**config.mk**
```make
export PLATFORM = sky130hd
export DESIGN_NAME = serial_adder
export DESIGN_NICKNAME = d
export VERILOG_FILES = /design/src/rtl/serial_adder_pkg.sv /design/src/rtl/adder_slice.sv /design/src/rtl/full_adder.sv /design/src/rtl/serial_adder.sv
export SDC_FILE = /design/constraint.sdc
export NUM_CORES = 1
export LEC_CHECK = 0
export CORE_ASPECT_RATIO = 0.9
export CORE_MARGIN = 2
export CORE_UTILIZATION = 45
export CTS_BUF_LIST = sky130_fd_sc_hd__clkbuf_8
export CTS_CLUSTER_DIAMETER = 80
export CTS_CLUSTER_SIZE = 30
export DETAILED_ROUTE_END_ITERATION = 12
export PLACE_DENSITY = 0.73
export SYNTH_ARGS = -nofsm -noshare
export SYNTH_HDL_FRONTEND = slang
export SYNTH_SLANG_ARGS = --single-unit
```
**constraint.sdc**
```tcl
create_clock -name clk -period 2.3 [get_ports clk]
set_clock_uncertainty 0.05 [all_clocks]
set_input_delay 0.69 -clock clk [delete_from_list [all_inputs] [get_ports clk]]
set_output_delay 0.69 -clock clk [all_outputs]
set_load 0.05 [all_outputs]
```
**src/rtl/serial_adder_pkg.sv**
```systemverilog
// serial_adder_pkg: FSM encoding and sizing helpers shared by the serial adder
package serial_adder_pkg;
  typedef logic [1:0] state_t;
  localparam state_t IDLE = 2'd0;
  localparam state_t RUN  = 2'd1;
  localparam state_t DONE = 2'd2;
  function automatic int steps(input int w, input int b);
    return w / b;
  endfunction
  function automatic int cnt_w(input int s);
    return s > 1 ? $clog2(s) : 1;
  endfunction
endpackage

```
**src/rtl/adder_slice.sv**
```systemverilog
// adder_slice: BPC-bit ripple of full adders (x, y, ci in; s, cout, c_msb = carry into top bit)
module adder_slice #(
  parameter int BPC = 1
) (
  input  logic [BPC-1:0] x,
  input  logic [BPC-1:0] y,
  input  logic           ci,
  output logic [BPC-1:0] s,
  output logic           cout,
  output logic           c_msb
);
  logic [BPC:0] c;
  assign c[0] = ci;
  for (genvar i = 0; i < BPC; i++) begin : g_fa
    full_adder u_fa (.x(x[i]), .y(y[i]), .ci(c[i]), .s(s[i]), .co(c[i+1]));
  end
  assign cout  = c[BPC];
  assign c_msb = c[BPC-1];
endmodule

```
**src/rtl/full_adder.sv**
```systemverilog
// full_adder: one-bit full adder (x, y, ci in; s, co out)
module full_adder (
  input  logic x,
  input  logic y,
  input  logic ci,
  output logic s,
  output logic co
);
  assign s  = x ^ y ^ ci;
  assign co = (x & y) | (ci & (x ^ y));
endmodule

```
**src/rtl/serial_adder.sv**
```systemverilog
// serial_adder: multi-cycle add/sub, BPC bits per clock LSB first
//   in : clk, rst (async high), start, sub, a, b, cin
//   out: busy, done (1-cycle pulse), sum, cout (sub: 1 = no borrow), overflow
module serial_adder
  import serial_adder_pkg::*;
#(
  parameter int WIDTH = 8,
  parameter int BPC   = 1
) (
  input  logic             clk,
  input  logic             rst,
  input  logic             start,
  input  logic             sub,
  input  logic [WIDTH-1:0] a,
  input  logic [WIDTH-1:0] b,
  input  logic             cin,
  output logic             busy,
  output logic             done,
  output logic [WIDTH-1:0] sum,
  output logic             cout,
  output logic             overflow
);
  localparam int STEPS = steps(WIDTH, BPC);
  localparam int SW    = cnt_w(STEPS);
  if (WIDTH % BPC != 0) begin : g_bad_bpc
    $error("serial_adder: WIDTH must be a multiple of BPC");
  end
  state_t           state;
  logic [SW-1:0]    step;
  logic [WIDTH-1:0] ar, br, sr, nxt;
  logic             carry, last, sc, sm;
  logic [BPC-1:0]   ss;
  adder_slice #(.BPC(BPC)) u_slice (
    .x(ar[BPC-1:0]), .y(br[BPC-1:0]), .ci(carry), .s(ss), .cout(sc), .c_msb(sm)
  );
  // slice result enters at the MSB end so the LSB slice lands at bit 0 after STEPS shifts
  assign nxt  = (sr >> BPC) | (WIDTH'(ss) << (WIDTH - BPC));
  assign last = step == SW'(STEPS - 1);
  assign busy = state == RUN;
  assign done = state == DONE;
  always_ff @(posedge clk or posedge rst)
    if (rst) begin
      state    <= IDLE;
      step     <= '0;
      ar       <= '0;
      br       <= '0;
      sr       <= '0;
      carry    <= 1'b0;
      sum      <= '0;
      cout     <= 1'b0;
      overflow <= 1'b0;
    end else if (state != RUN) begin
      state <= start ? RUN : IDLE;
      if (start) begin
        ar    <= a;
        br    <= sub ? ~b : b;
        carry <= cin ^ sub;
        step  <= '0;
      end
    end else begin
      ar    <= ar >> BPC;
      br    <= br >> BPC;
      sr    <= nxt;
      carry <= sc;
      step  <= last ? step : step + 1'b1;
      if (last) begin
        state    <= DONE;
        sum      <= nxt;
        cout     <= sc;
        overflow <= sm ^ sc;
      end
    end
endmodule

```
### Word-level counts from Yosys, hierarchy flattened

Cells that the tools add are included.

* logic and storage cells: 42
* output and inout port bits: 12
* register bits after elaboration: 40

* muxes and demuxes: 13
* reduce and logical (&&, ||, !) cells: 3
* equal/unequal tests: 6
* $add $sub $neg: 1
* bitwise gates (word level): 10

Operator list (count)
* 2-to-1 mux 8 bit: 5
* 2-to-1 mux 3 bit: 3
* NOT 8 bit: 1
* bitwise OR 7 x 8 -> 8 bit: 1
* 2-to-1 mux 2 bit: 2
* inequality test 2 x 1 -> 1 bit, second input constant: 2
* AND reduction 2 bit: 2
* XOR 1 bit: 4
* adder 3 x 1 -> 3 bit, second input constant: 1
* equality test 3 bit, second input constant: 1
* 2-to-1 mux 1 bit: 3
* bitwise AND 1 bit: 2
* equality test 2 x 1 -> 1 bit, second input constant: 1
* equality test 2 bit, second input constant: 1
* inequality test 2 bit, second input constant: 1
* nonzero test 2 bit: 1
* NOT 1 bit: 1
* bitwise OR 1 bit: 1

### Longest topological paths before layout

* word-level depth: 4
* depth in mapped cells: 7

### Cells and area by module

A second synthesis with hierarchy kept.

* cells, all modules: 155
* area, all modules: 1844.3 µm²

By module, submodules not included
* serial_adder: cells each 153, times used 1, area an instance 1816.7 µm²
* full_adder: cells each 1, times used 1, area an instance 20.0 µm²
* adder_slice: cells each 1, times used 1, area an instance 7.5 µm²

### Worst setup path after synthesis

Ideal clock, no wire load.

* path type: reg-to-output
* start: reg state[1]
* end: out busy
* stages on the path, launching flop included: 5
* arrival time: 922 ps
* data required time: 1560 ps
* setup slack: 638 ps
* path through: dfrtp_1 > nand2b_1 > buf_6 > inv_8 > buf_4

* word-level cells in the longest chain between the ends: 1

RTL lines
* start, declared: RTL line serial_adder.sv:28 `state_t state;`
* start signal, assigned: RTL line serial_adder.sv:53 `state <= start ? RUN : IDLE;`
* equality test 2 x 1 -> 1 bit: RTL line serial_adder.sv:39 `assign busy = state == RUN;`
* end, declared: RTL line serial_adder.sv:17 `output logic busy,`

Every way passes these cells.

### Worst setup path in the final report

* start: reg sum[7]
* end: out sum[7]

RTL lines
* start, declared: RTL line serial_adder.sv:19 `output logic [WIDTH-1:0] sum,`
* start signal, assigned: RTL line serial_adder.sv:68 `sum <= nxt;`

No word-level cell between the ends.

==> impl_metrics.py <==
metrics = {
    "worst_setup_path": {
        "cp_cell_sequence": "clkdlybuf4s50_1",
        "path_buf_inv": 1,
        "arrival_ns": 1.44,
        "cp_max_fo": 2,
        "worstSetupPathType": "flop to primary output",
        "cp-end-kind": "primary output",
        "cpPeakStageDelay_ns": 0.80,
        "crit_required_ns": 1.56,
        "start_kind": "flop",
        "crit_family": "buffers and inverters",
        "cp_slowest_cell": "clkdlybuf4s50_1",
    },
    "drt": {
        "via_per_inst": 4.932,
        "wl_per_cell_um": 13.07,
        "num_vias": 1159,
        "routed_wl_mm": 3.072,
        "firstDrtPassIters": 3,
        "drc": 0,
        "drt_iter0_drc": 80,
        "antenna_left": 0,
    },
    "placement": {
        "numPortBuffers": 32,
        "dp_hpwl_mm": 2.186,
        "gp_congestion": 0.7051,
    },
    "logic_synthesis": {
        "syn-mean-instance-area_um2": 11.89,
        "synthAdderAreaFrac": 0.02461,
        "synth_xor_area_frac": 0.04785,
        "synthMuxAreaShare": 0.1490,
        "yosysSeqAreaShare": 0.5332,
        "synthSimpleGateAreaFrac": 0.09843,
        "synth_top_family_by_area": "multiplexers",
        "synth_top_area_frac": 0.5332,
        "netlist_area_um2": 1831,
        "yosysUniqueCellTypes": 23,
        "syn_inst": 154,
        "synth_nets": 178,
        "synthTopCellsByArea": "dfrtp_1 (53%), mux2i_1 (8.7%), nand2_1 (7.6%)",
        "synth_compound_area_frac": 0.08407,
        "synth-seq-cells": 39,
        "yosysWarnings": 0,
        "yosys.area.top_type": "dfrtp_1",
    },
    "cells_and_area": {
        "n_antenna_cell": 0,
        "finalNetCount": 212,
        "drive_gt1_frac": 0.1905,
        "area_growth_pct": 23.79,
    },
    "clock_tree": {
        "h-tree-depth": 2,
        "numCtsBuffers": 5,
        "clk_path_buf_depth": 2,
        "cts_tree": "built",
        "path_clk_slew_ns": 0.07,
        "cts_setup_buffers": 0,
        "insertion_delay_ns": 0.29,
        "ctsHoldBuffers": 0,
        "ctsRootBufferMaster": "clkbuf_8",
        "cts_sinks": 39,
        "cts_resized": 0,
    },
    "pwr": {
        "ir_worst_vdd_uv": 749.6,
        "total_power_mw": 2.852,
        "p_seq_frac": 0.393,
        "p_comb_frac": 0.432,
        "power.density_nw_per_um2": 1259,
        "netSwitchingPower_mw": 1.112,
        "p_int_mw": 1.741,
        "switching_share": 0.3897,
        "power_frac_clock": 0.175,
        "power.leakage_nw": 1.095,
    },
    "global_routing": {
        "antenna_found_initial": 0,
        "grt_pass1_wl_mm": 5.257,
        "gr-usage-met3": 0.06376,
        "grtUsageMet1": 0.1749,
        "grt_max_degree": 40,
        "grt_pass1_vias": 1205,
        "grt-ovfl-total": 0,
        "busiest_layer": "met2",
        "grt_util_all_layers": 0.1503,
        "grt_use_met2": 0.2465,
    },
    "sta": {
        "fmax_mhz": 458.5,
        "min_period_ns": 2.181,
        "tightestPinTransition_ns": 0.4919,
        "fin_crit_sh": 0.9482,
        "slew_headroom": 0.6710,
        "setup_tns_ns": 0,
        "setup_viol": 0,
        "drv_slew": 0,
        "hold_viol": 0,
        "rsz0062_at_grt": "false",
    },
    "floorplanning": {
        "core_region_area_um2": 3810,
        "die_y_um": 64.51,
        "dieArea_um2": 4595,
        "ios": 33,
        "rows": 21,
        "start_util": 0.4805,
        "fp.dieW_um": 71.23,
    },
    "hold_path": {
        "hold_class": "flop to flop",
    },
    "status": {
        "status": "finished, final reports clean",
    },
    "run": {
        "max-cap-violations": 0,
    },
}
[cell families after synthesis]
family / Yosys count
simple gates: 42
flops: 39
mux: 26
compound gates: 21
buf+inv: 13
xor+xnor: 10
fa+ha+maj: 3
[cell usage after synthesis]
cell	instances
buf_8	1
inv_1	3
nand3b_4	1
a21oi_1	1
mux2i_1	16
buf_12	1
ha_1	2
a22o_1	2
buf_4	4
xor2_1	8
nand2_1	37
nand2b_1	1
nor2_1	2
buf_6	2
o21ai_2	11
buf_2	1
mux2_2	10
dfrtp_1	39
inv_8	1
and2b_1	1
xnor2_1	2
fa_1	1
o21ai_0	7
[cell type report]
type | count | area, um^2
clock buffer | 7 | 96.34
clock inverter | 1 | 3.754
fill | 298 | 1544
inverter | 4 | 22.52
multi-input combinational | 102 | 739.5
sequential | 39 | 975.9
tap | 46 | 57.56
timing repair buffer | 36 | 370.4
[per-stage QoR]
step                      setup slack [ns]  std cells  utilization  hold slack [ns]  instance area [um^2]
final                               0.1191        235       0.5947           0.4318                  2266
after global routing               0.06873        235       0.5947           0.4432                  2266
after CTS                           0.1095        235       0.5947           0.4344                  2266
after detailed placement            0.2004        227       0.5685           0.4215                  2166
after global placement              0.2844        227       0.5685           0.4094                  2166
after floorplan                     0.6378        154            -           0.3918                  1831
[sequential cells by signal, indices dropped and copies added (netlist names)]
name,flops
overflow,1
state,2
sum,8
sr,7
cout,1
br,8
carry,1
ar,8
step,3
[cells in the final DEF, fill, tap and decap left out]
master / instances
dfrtp_1: 39
nand2_1: 37
clkdlybuf4s50_1: 30
mux2i_1: 16
o21ai_2: 11
mux2_2: 10
xor2_1: 8
o21ai_0: 7
clkbuf_8: 7
inv_1: 4
buf_4: 4
xnor2_1: 2
nor2_1: 2
a22o_1: 2
ha_1: 2
buf_12: 2
nand2b_1: 1
inv_8: 1
a21oi_1: 1
nand3b_4: 1
and2b_1: 1
fa_1: 1
[power groups by stage]
stage	clock network (mW)	registers (mW)	logic, mW
final	0.498	1.12	1.23
after global routing	0.548	1.16	1.34
after CTS	0.510	1.13	1.25
after detailed placement	0	1.14	1.25
after global placement	0	1.12	1.21
after floorplan	0	1.35	0.734
[metal layers]
metal / wire length [um] / part of all wire / up-vias
met2: 1522 / 0.50 / 24
met3: 170 / 0.055 / 6
met1: 1330 / 0.43 / 550
met4: 48 / 0.016 / 0
li1: - / - / 579
met5: 0 / 0 / -
[worst min-delay path: cells and delay by family, from the launching register on]
family	cells	cell delay (ns)
flops	1	0.34
compound gates	1	0.06
simple gates	1	0.05
[final timing paths]
path	cells after the start	endpoint	start	slack (ns)
max	1	sum[7]	sum[7]	0.12
min	2	br[6]	br[7]	0.43
max reg2reg	5	step[0]	state[1]	0.59
min reg2reg	2	br[6]	br[7]	0.43
max in group asynchronous	3	ar[4]	rst	1.11
min in group asynchronous	3	step[0]	rst	0.75
Power figures use the tool's default switching activity.
